==> config.mk <==
export PLATFORM = sky130hd
export DESIGN_NAME = univ_shift_reg_flat
export DESIGN_NICKNAME = d
export VERILOG_FILES = /design/src/rtl/univ_shift_reg_pkg.sv /design/src/rtl/univ_shift_reg_if.sv /design/src/rtl/univ_shift_reg_burst_ctl.sv /design/src/rtl/univ_shift_reg.sv /design/src/flat_wrapper.sv
export SDC_FILE = /design/constraint.sdc
export NUM_CORES = 1
export LEC_CHECK = 0
export ABC_AREA = 1
export CAP_MARGIN = 0
export CORE_MARGIN = 2
export CORE_UTILIZATION = 45
export DETAILED_ROUTE_END_ITERATION = 6
export GPL_TIMING_DRIVEN = 1
export PLACE_DENSITY_LB_ADDON = 0.25
export SLEW_MARGIN = 20
export SYNTH_ARGS = -nofsm -noshare
export SYNTH_HDL_FRONTEND = slang
export SYNTH_SLANG_ARGS = --single-unit
==> constraint.sdc <==
create_clock -name clk -period 1.7 [get_ports clk]
set_clock_uncertainty 0.2 [all_clocks]
set_input_delay 0.34 -clock clk [delete_from_list [all_inputs] [get_ports clk]]
set_output_delay 0.34 -clock clk [all_outputs]
set_load 0.005 [all_outputs]
==> src/rtl/univ_shift_reg_pkg.sv <==
// Shared types and the one-step next-value helper for the universal shift register.
package shreg_pkg;

    typedef enum logic [2:0] {
        MODE_HOLD = 3'd0,
        MODE_LOAD = 3'd1,
        MODE_SHL  = 3'd2,
        MODE_SHR  = 3'd3,
        MODE_ROTL = 3'd4,
        MODE_ROTR = 3'd5,
        MODE_ASR  = 3'd6,
        MODE_RSVD = 3'd7
    } shreg_mode_e;

    // Helper operates on a fixed-width container; callers cast to/from their own width.
    localparam int unsigned SHREG_MAX_W = 256;

    function automatic logic is_shift_mode(input shreg_mode_e m);
        return (m == MODE_SHL) || (m == MODE_SHR) || (m == MODE_ROTL) ||
               (m == MODE_ROTR) || (m == MODE_ASR);
    endfunction

    // One step of mode on a w-bit value held in the low bits of v (upper bits must be zero).
    function automatic logic [SHREG_MAX_W-1:0] shreg_step(
        input shreg_mode_e             mode,
        input logic [SHREG_MAX_W-1:0]  v,
        input logic [SHREG_MAX_W-1:0]  d,
        input logic                    sin_lsb,
        input logic                    sin_msb,
        input int unsigned             w
    );
        logic [SHREG_MAX_W-1:0] mask;
        logic [SHREG_MAX_W-1:0] lsb;
        logic [SHREG_MAX_W-1:0] msb;
        logic [SHREG_MAX_W-1:0] r;
        mask = (SHREG_MAX_W'(1) << w) - SHREG_MAX_W'(1);
        lsb  = v & SHREG_MAX_W'(1);
        msb  = (v >> (w - 1)) & SHREG_MAX_W'(1);
        case (mode)
            MODE_LOAD: r = d;
            MODE_SHL:  r = (v << 1) | SHREG_MAX_W'(sin_lsb);
            MODE_SHR:  r = (v >> 1) | (SHREG_MAX_W'(sin_msb) << (w - 1));
            MODE_ROTL: r = (v << 1) | msb;
            MODE_ROTR: r = (v >> 1) | (lsb << (w - 1));
            MODE_ASR:  r = (v >> 1) | (msb << (w - 1));
            default:   r = v;
        endcase
        return r & mask;
    endfunction

endpackage

==> src/rtl/univ_shift_reg_if.sv <==
// Control/data bundle of the universal shift register.
// Optional parity output present when UNIV_SHREG_PARITY_EN is defined.
interface univ_shift_reg_if
    import shreg_pkg::*;
#(
    parameter int unsigned WIDTH = 8
) ();

    localparam int unsigned CNT_W = $clog2(WIDTH + 1);

    logic              en;
    logic              clr;
    logic              set;
    shreg_mode_e       mode;
    logic [WIDTH-1:0]  d;
    logic              sin_lsb;
    logic              sin_msb;
    logic              start;
    logic [CNT_W-1:0]  amt;
    logic [WIDTH-1:0]  q;
    logic              sout_msb;
    logic              sout_lsb;
    logic              busy;
    logic              done;
`ifdef UNIV_SHREG_PARITY_EN
    logic              parity;

    modport master (
        output en, clr, set, mode, d, sin_lsb, sin_msb, start, amt,
        input  q, sout_msb, sout_lsb, busy, done, parity
    );
    modport slave (
        input  en, clr, set, mode, d, sin_lsb, sin_msb, start, amt,
        output q, sout_msb, sout_lsb, busy, done, parity
    );
`else
    modport master (
        output en, clr, set, mode, d, sin_lsb, sin_msb, start, amt,
        input  q, sout_msb, sout_lsb, busy, done
    );
    modport slave (
        input  en, clr, set, mode, d, sin_lsb, sin_msb, start, amt,
        output q, sout_msb, sout_lsb, busy, done
    );
`endif

endinterface

==> src/rtl/univ_shift_reg_burst_ctl.sv <==
// Burst engine: step counter, latched mode, busy/done handshake with abort.
module shreg_burst_ctl
    import shreg_pkg::*;
#(
    parameter int unsigned CNT_W = 4
) (
    input  logic              clk,
    input  logic              rst,
    input  logic              start_req,
    input  logic [CNT_W-1:0]  amt,
    input  shreg_mode_e       mode,
    input  logic              abort,
    output logic              busy,
    output logic              done,
    output shreg_mode_e       run_mode
);

    typedef enum logic {
        ST_IDLE = 1'b0,
        ST_RUN  = 1'b1
    } state_e;

    state_e            state, state_n;
    logic [CNT_W-1:0]  cnt, cnt_n;
    shreg_mode_e       mode_n;
    logic              done_n;

    always_ff @(posedge clk or posedge rst) begin
        if (rst) begin
            state    <= ST_IDLE;
            cnt      <= '0;
            run_mode <= MODE_HOLD;
            done     <= 1'b0;
        end else begin
            state    <= state_n;
            cnt      <= cnt_n;
            run_mode <= mode_n;
            done     <= done_n;
        end
    end

    // A zero-length request completes immediately; abort drops the burst silently.
    always_comb begin
        state_n = state;
        cnt_n   = cnt;
        mode_n  = run_mode;
        done_n  = 1'b0;
        case (state)
            ST_IDLE: begin
                if (start_req) begin
                    if (amt == '0) begin
                        done_n = 1'b1;
                    end else begin
                        state_n = ST_RUN;
                        cnt_n   = amt;
                        mode_n  = mode;
                    end
                end
            end
            ST_RUN: begin
                if (abort) begin
                    state_n = ST_IDLE;
                    cnt_n   = '0;
                end else begin
                    cnt_n = cnt - CNT_W'(1);
                    if (cnt == CNT_W'(1)) begin
                        state_n = ST_IDLE;
                        done_n  = 1'b1;
                    end
                end
            end
            default: state_n = ST_IDLE;
        endcase
    end

    assign busy = (state == ST_RUN);

endmodule

==> src/rtl/univ_shift_reg.sv <==
// Universal WIDTH-bit register: clear/set, load, shift/rotate and burst shifting.
// Define UNIV_SHREG_PARITY_EN to add a registered even-parity output.
module univ_shift_reg
    import shreg_pkg::*;
#(
    parameter int unsigned      WIDTH   = 8,
    parameter logic [WIDTH-1:0] RST_VAL = '0
) (
    input logic              clk,
    input logic              rst,
    univ_shift_reg_if.slave  bus
);

    localparam int unsigned CNT_W = $clog2(WIDTH + 1);

    logic [WIDTH-1:0] q, q_next;
    logic [WIDTH-1:0] step_live, step_run;
    logic             shift_req, abort, start_req;
    logic             busy, done;
    shreg_mode_e      run_mode;

    assign step_live = WIDTH'(shreg_step(bus.mode, SHREG_MAX_W'(q), SHREG_MAX_W'(bus.d),
                                         bus.sin_lsb, bus.sin_msb, WIDTH));
    assign step_run  = WIDTH'(shreg_step(run_mode, SHREG_MAX_W'(q), SHREG_MAX_W'(bus.d),
                                         bus.sin_lsb, bus.sin_msb, WIDTH));

    // A shift-mode start is a burst request and never steps on its own edge.
    assign shift_req = bus.en && bus.start && is_shift_mode(bus.mode);
    assign abort     = bus.clr || bus.set;
    assign start_req = shift_req && !busy && !abort;

    shreg_burst_ctl #(
        .CNT_W (CNT_W)
    ) u_burst_ctl (
        .clk       (clk),
        .rst       (rst),
        .start_req (start_req),
        .amt       (bus.amt),
        .mode      (bus.mode),
        .abort     (abort),
        .busy      (busy),
        .done      (done),
        .run_mode  (run_mode)
    );

    // Priority: clr > set > running burst > enabled single step.
    always_comb begin
        q_next = q;
        if (bus.clr) begin
            q_next = '0;
        end else if (bus.set) begin
            q_next = '1;
        end else if (busy) begin
            q_next = step_run;
        end else if (bus.en && !shift_req) begin
            q_next = step_live;
        end
    end

    always_ff @(posedge clk or posedge rst) begin
        if (rst) begin
            q <= RST_VAL;
        end else begin
            q <= q_next;
        end
    end

`ifdef UNIV_SHREG_PARITY_EN
    logic parity;

    always_ff @(posedge clk or posedge rst) begin
        if (rst) begin
            parity <= ^RST_VAL;
        end else begin
            parity <= ^q_next;
        end
    end

    assign bus.parity = parity;
`endif

    assign bus.q        = q;
    assign bus.sout_msb = q[WIDTH-1];
    assign bus.sout_lsb = q[0];
    assign bus.busy     = busy;
    assign bus.done     = done;

endmodule

==> src/flat_wrapper.sv <==
// flat-port wrapper written by rule: the top's interface ports become plain ports
module univ_shift_reg_flat import shreg_pkg::*;
#(
    parameter int unsigned      WIDTH   = 8,
    parameter logic [WIDTH-1:0] RST_VAL = '0
)
  (clk, rst, bus_en, bus_clr, bus_set, bus_mode, bus_d, bus_sin_lsb, bus_sin_msb, bus_start, bus_amt, bus_q, bus_sout_msb, bus_sout_lsb, bus_busy, bus_done);
  univ_shift_reg_if #(.WIDTH(WIDTH)) bus_i ();
  input logic clk;
  input logic rst;
  input wire logic [$bits(bus_i.en)-1:0] bus_en;
  input wire logic [$bits(bus_i.clr)-1:0] bus_clr;
  input wire logic [$bits(bus_i.set)-1:0] bus_set;
  input wire logic [$bits(bus_i.mode)-1:0] bus_mode;
  input wire logic [$bits(bus_i.d)-1:0] bus_d;
  input wire logic [$bits(bus_i.sin_lsb)-1:0] bus_sin_lsb;
  input wire logic [$bits(bus_i.sin_msb)-1:0] bus_sin_msb;
  input wire logic [$bits(bus_i.start)-1:0] bus_start;
  input wire logic [$bits(bus_i.amt)-1:0] bus_amt;
  output wire logic [$bits(bus_i.q)-1:0] bus_q;
  output wire logic [$bits(bus_i.sout_msb)-1:0] bus_sout_msb;
  output wire logic [$bits(bus_i.sout_lsb)-1:0] bus_sout_lsb;
  output wire logic [$bits(bus_i.busy)-1:0] bus_busy;
  output wire logic [$bits(bus_i.done)-1:0] bus_done;
  assign bus_i.en = bus_en;
  assign bus_i.clr = bus_clr;
  assign bus_i.set = bus_set;
  assign bus_i.mode = bus_mode;
  assign bus_i.d = bus_d;
  assign bus_i.sin_lsb = bus_sin_lsb;
  assign bus_i.sin_msb = bus_sin_msb;
  assign bus_i.start = bus_start;
  assign bus_i.amt = bus_amt;
  assign bus_q = bus_i.q;
  assign bus_sout_msb = bus_i.sout_msb;
  assign bus_sout_lsb = bus_i.sout_lsb;
  assign bus_busy = bus_i.busy;
  assign bus_done = bus_i.done;
  univ_shift_reg #(.WIDTH(WIDTH), .RST_VAL(RST_VAL)) u_core (.clk(clk), .rst(rst), .bus(bus_i));
endmodule
# Word level (Yosys, flattened, before mapping)
# Cells that the tools add are included.
# word_totals
latchBits,0
ramBits,0
word_cells,68
n_memories,0
regBits,17
input_bits,23
romBits,0
# classes
div,0
n_bitwise,7
mux,20
addsub,1
shift,0
n_eq_ne,16
n_mul,0
magnitude_cmp,0
n_reduce_logical,19
# ops
cell,n
8-bit case mux with 6 select lines,2
8-bit 2-to-1 mux,4
7-bit by 8-bit OR with 8-bit output,3
"3-bit equality test, second input constant",6
8-bit by 1-bit OR with 8-bit output,2
"3-bit by 2-bit equality test with 1-bit output, second input constant",4
4-bit 2-to-1 mux,3
"9-bit by 3-bit != test with 1-bit output, second input constant",1
9-bit nonzero test,1
1-bit 2-to-1 mux,8
4-bit case mux with 2 select lines,1
"3-bit by 1-bit equality test with 1-bit output, second input constant",2
3-bit AND reduction,2
1-bit logical AND,5
1-bit logical OR,5
"4-bit by 1-bit equality test with 1-bit output, second input constant",1
4-bit zero test,1
1-bit case mux with 2 select lines,2
4-bit nonzero test,1
"4-bit by 1-bit subtractor with 4-bit output, second input constant",1
1-bit zero test,3
"2-bit by 1-bit != test with 1-bit output, second input constant",1
"2-bit != test, second input constant",1
1-bit NOT,2
2-bit AND reduction,1

# Depth between registers and ports, before layout
# logic_depth
ltp_word,12
ltp_mapped,11

# Cells and area by module
# Synthesis repeated with hierarchy kept, for this count alone.
# unflattened
cells_unflattened,275
area_unflattened_um2,1666.6
# modules_own_cells
mod,area_per_inst_um2,cells_each,n_inst
univ_shift_reg,1187.4,213,1
shreg_burst_ctl,479.2,62,1

# Worst setup path after synthesis
# OpenSTA, ideal clock, no wires.
# synth_timing
path_type,flip-flop to flip-flop
from,"reg u_core.u_burst_ctl.state, in the netlist u_core.u_burst_ctl.busy"
to,reg u_core.u_burst_ctl.cnt[0]
setup_time_ns,0.131
n_path_buf,1
required_time_ns,1.369
t_arrival_ns,1.273
stages_incl_launch_ff,8
setup_slack_ns,0.096
synth_period_minus_slack_ns,1.604
path_cell_list,dfrtp_1 -> buf_2 -> inv_1 -> nand4_1 -> nor2_4 -> nand2_2 -> nand2_2 -> o211ai_1
# synth_between
elab_chain_cells,5
word_cells_on_any_way,8
classes_between,2 x eq/ne; 1 x mux; 1 x bitwise; 4 x reduce/logical
# synth_lines
item,line_no,rtl
"start, declared",univ_shift_reg_burst_ctl.sv:23,"state_e state, state_n;"
"start signal, assigned",univ_shift_reg_burst_ctl.sv:35,state <= state_n;
1-bit zero test,univ_shift_reg.sv:30,assign start_req = shift_req && !busy && !abort;
1-bit logical AND (2 in a row),univ_shift_reg.sv:30,
2-bit by 1-bit != test with 1-bit output (no source line),--,
2-bit AND reduction (no source line),--,
"end signal, assigned",univ_shift_reg_burst_ctl.sv:36,cnt <= cnt_n;
"end, declared",univ_shift_reg_burst_ctl.sv:24,"logic [CNT_W-1:0] cnt, cnt_n;"
# Parallel ways exist; a longest one is shown, timed or not.
# A chain may end at the register's enable or synchronous reset.

# Worst setup path in the final report
# layout_timing
from,reg u_core.u_burst_ctl.run_mode[1]
to,"reg u_core.q[6], in the netlist u_core.bus.q[6]"
# layout_between
elab_chain_cells,5
word_cells_on_any_way,12
classes_between,7 x eq/ne; 4 x mux; 1 x reduce/logical
# layout_lines
item,line_no,rtl
"start, declared",univ_shift_reg_burst_ctl.sv:15,output shreg_mode_e run_mode
"start signal, assigned",univ_shift_reg_burst_ctl.sv:37,run_mode <= mode_n;
3-bit equality test (tied with other cells),univ_shift_reg_pkg.sv:39,case (mode)
8-bit case mux with 6 select lines,univ_shift_reg_pkg.sv:39,
8-bit 2-to-1 mux,univ_shift_reg.sv:53,end else if (busy) begin
8-bit 2-to-1 mux,univ_shift_reg.sv:51,end else if (bus.set) begin
8-bit 2-to-1 mux,univ_shift_reg.sv:49,if (bus.clr) begin
"end signal, assigned",univ_shift_reg.sv:64,q <= q_next;
"end, declared",univ_shift_reg.sv:16,"logic [WIDTH-1:0] q, q_next;"
# Parallel ways exist; a longest one is shown, timed or not.

==> impl_results.md <==
* Final Util at 69.3%
* Die height at 62.4 µm
* CTS Buffer Depth at 2
* Crit path launch type: register
* Max_slew headroom at 81.5%
* Skew-Pair Late Insertion Delay at 300 ps
* Arrival time at the worst endpoint at 1670 ps
* Power share of the combinational group at 54.0%
* Rows at 21
* Clock Power Share at 13.8%
* Slowest cell on crit path: dfrtp_2
* Delay-heaviest family, CP: simple AND/OR/NAND/NOR gates
* RSZ-0062 raised after global routing: true
* Netlist Area Pre-Place at 0.00153 mm²
* Outcome: finished clean
* Slew Viols, Final at 0
* Worst Slack Setup Final at 22.1 ps
* Die width at 62.4 µm
* DP Area at 0.00212 mm²
* Clk slew on worst S/H paths at 110 ps
* Post-DP HPWL at 3280 µm
* Final GP Congestion at 0.902
* Final hold vios at 0
* Psw at 0.663 mW
* Power Density at 711 mW/mm²
* Layout area overhead at 49.5%
* Seq/Total Area, Yosys at 27.7%
* Cell variety after synth at 25
* Num CTS Buffers at 3
* Dpl ws at -426 ps
* Via total after detailed routing at 1,890
* Crit path time final at 1680 ps
* Vias per cell at 5.05
* Residual DRC at 0
* Routed Antenna Nets at 0
* CP endpoint kind: register
* Syn. warnings at 0
* Worst-path fanout max at 7
* Syn_nets at 280
* # port buffers at 34
* CTS tree: built
* Io pins at 35
* Top_reg_cell synth: dfrtp_1
* Setup CP Type: reg -> reg
* Wire length per cell at 12.6 µm
* Starting DRT DRC Count at 203
* Core Region at 0.00331 mm²
* Critical Path Max Stage Delay at 440 ps
* Peak VDD IR at 0.423 mV
* DRT Pass-1 Iters at 5
* # diodes at 0
* Starting Density at 46.3%
* Internal Power at 0.967 mW
* Dpl cells at 358
* Synth Register Bits at 17
* Fillcell total at 293
* Req. time, crit path at 1690 ps
* Htree depth at 1
* Crit path cell chain: buf_4, nand3_1, o21ai_1, buf_4, nand2_1, nand3_1, nand2_1, nand3_1, nand2_1, nand2_1
* Leak pwr at 1.26 nW
* Global-route wire length before repair at 7650 µm
* Max capacitance violation total at 0
* Top cells by area, synth: dfrtp_1 28%, nand2_1 23%, nand3_1 13%
* Mean post-synth cell area at 6.02 µm²
* Buf/Inv on CP at 2
* Least-Margin Pin Slew at 276 ps
* # nets final at 354
* Initial antenna violation count at 0
* Non-Filler Instances at 374
* Largest net degree at the start of global routing at 19
* Post-Route Setup TNS at 0 ps
* Die area at 0.00389 mm²
* Worst Hold Class: in -> async
* Most common cell in the netlist: nand2_1
* Synth top area share at 27.7%
* Vias in the first global route at 1,649
* Final Cycle Share at 98.7%
* Finish-stage setup viols at 0
* Routed WL at 4720 µm
* EDFF count, synth at 0
* Ys async rst share at 100%
* Clock root cell: clkbuf_4
* CTS Sinks at 17
* Most common library cells after synthesis: 93 x nand2_1, 41 x nand3_1, 28 x inv_1, 28 x nor2_1, 17 x dfrtp_1
* Layout cells sized above 1 at 21.3%
* Post-route design area at 0.00229 mm²
* Global Route Usage Sum at 24.4%
* Post-Synthesis Cells at 255
* Fmax at 0.596 GHz
* Most used cell, CP: nand2_1
* Share of power burned in registers at 32.2%
* Global route total overflow at 0
* Yosys top cell by area: dfrtp_1
* Switching Share at 40.7%
[worst reg2reg max path: cells and delay by family, from the launching register on]
family	cells	cell delay, ps
AND/OR/NAND/NOR	7	540
buffers and inverters	2	300
AO/OA/AOI/OAI	1	80
flip-flops	1	440
[metrics by stage]
step	total power [mW]	hold slack (ps)
after global placement	1.30	349
after CTS	1.54	134
final	1.63	130
after detailed placement	1.31	352
after floorplan	0.969	66.1
after global routing	1.74	164
[layout make-up]
class,count,area (µm²),share of cell area [%]
sequential,17,428,18.7
timing repair buffer,76,674,29.4
clock inverter,1,5.00,0.218
clock buffer,3,22.5,0.982
tap,46,57.6,2.51
multi-input combinational,201,991,43.2
inverter,30,115,5.02
[power groups by stage]
stage	clock [mW]	combinational, mW	sequential (mW)
after floorplan	0	0.433	0.536
after global placement	0	0.765	0.535
after detailed placement	0	0.768	0.538
after CTS	0.227	0.780	0.528
after global routing	0.243	0.965	0.532
final	0.225	0.881	0.525
[registers in the layout, indices dropped and copies added, names as in the netlist]
| signal | count |
|---|---|
| u_core.bus.q | 8 |
| u_core.u_burst_ctl.cnt | 4 |
| u_core.u_burst_ctl.run_mode | 3 |
| u_core.u_burst_ctl.busy | 1 |
| u_core.u_burst_ctl.done | 1 |
[placed cells by master, fill, tap and decap left out, types with 3 or more instances in the layout]
cell type,instances
nor2_1,28
nand2_1,90
buf_4,40
inv_2,3
clkbuf_4,3
clkdlybuf4s50_1,17
nand3_1,38
dfrtp_1,15
dlymetal6s2s_1,4
nand2_2,4
nand4_1,3
inv_1,26
nand2_4,3
o21ai_0,7
dlygate4sd2_1,13
o21ai_1,8
[cells by family (layout without fill, tap and decap cells)]
| family | Yosys count | after routing | synth area share, % |
|---|---|---|---|
| buffers and inverters | 37 | 110 | 10.8 |
| adders and majority gates | 2 | 2 | 1.63 |
| xor gates and xnor gates | 2 | 2 | 1.14 |
| DFF | 17 | 17 | 27.7 |
| AOI/OAI and AO/OA | 23 | 23 | 8.97 |
| and+or+nand+nor | 174 | 174 | 49.8 |
[worst paths after layout]
| check | slack [ps] | from | to | depth (start not counted) |
|---|---|---|---|---|
| max | 20 | u_core.u_burst_ctl.run_mode[1] | u_core.bus.q[6] | 10 |
| max in group asynchronous | 960 | rst | u_core.bus.q[2] | 3 |
| max reg2reg | 20 | u_core.u_burst_ctl.run_mode[1] | u_core.bus.q[6] | 10 |
| min reg2reg | 370 | u_core.u_burst_ctl.cnt[1] | u_core.u_burst_ctl.cnt[1] | 2 |
| min in group clk | 340 | bus_mode[2] | u_core.u_burst_ctl.run_mode[2] | 3 |
| min | 130 | rst | u_core.u_burst_ctl.cnt[3] | 3 |
[metal layers]
layer / global-route usage [%] / vias up / share of wire, %
li1: - / 959 / -
met5: 0 / - / 0
met4: 6.11 / 0 / 1.1
met2: 38.2 / 95 / 45
met3: 2.34 / 7 / 8.0
met1: 36.2 / 829 / 46
[what timing repair did]
item | 4_1_cts | 5_1_grt
hold buffers | 0 | 0
setup endpoints to repair | 19 | 20
pin swaps | 6 | 4
hold endpoints to repair | 0 | 0
setup buffers | 5 | 8
resized for setup | 20 | 20
Note: power is estimated with default switching activity, not from simulation.
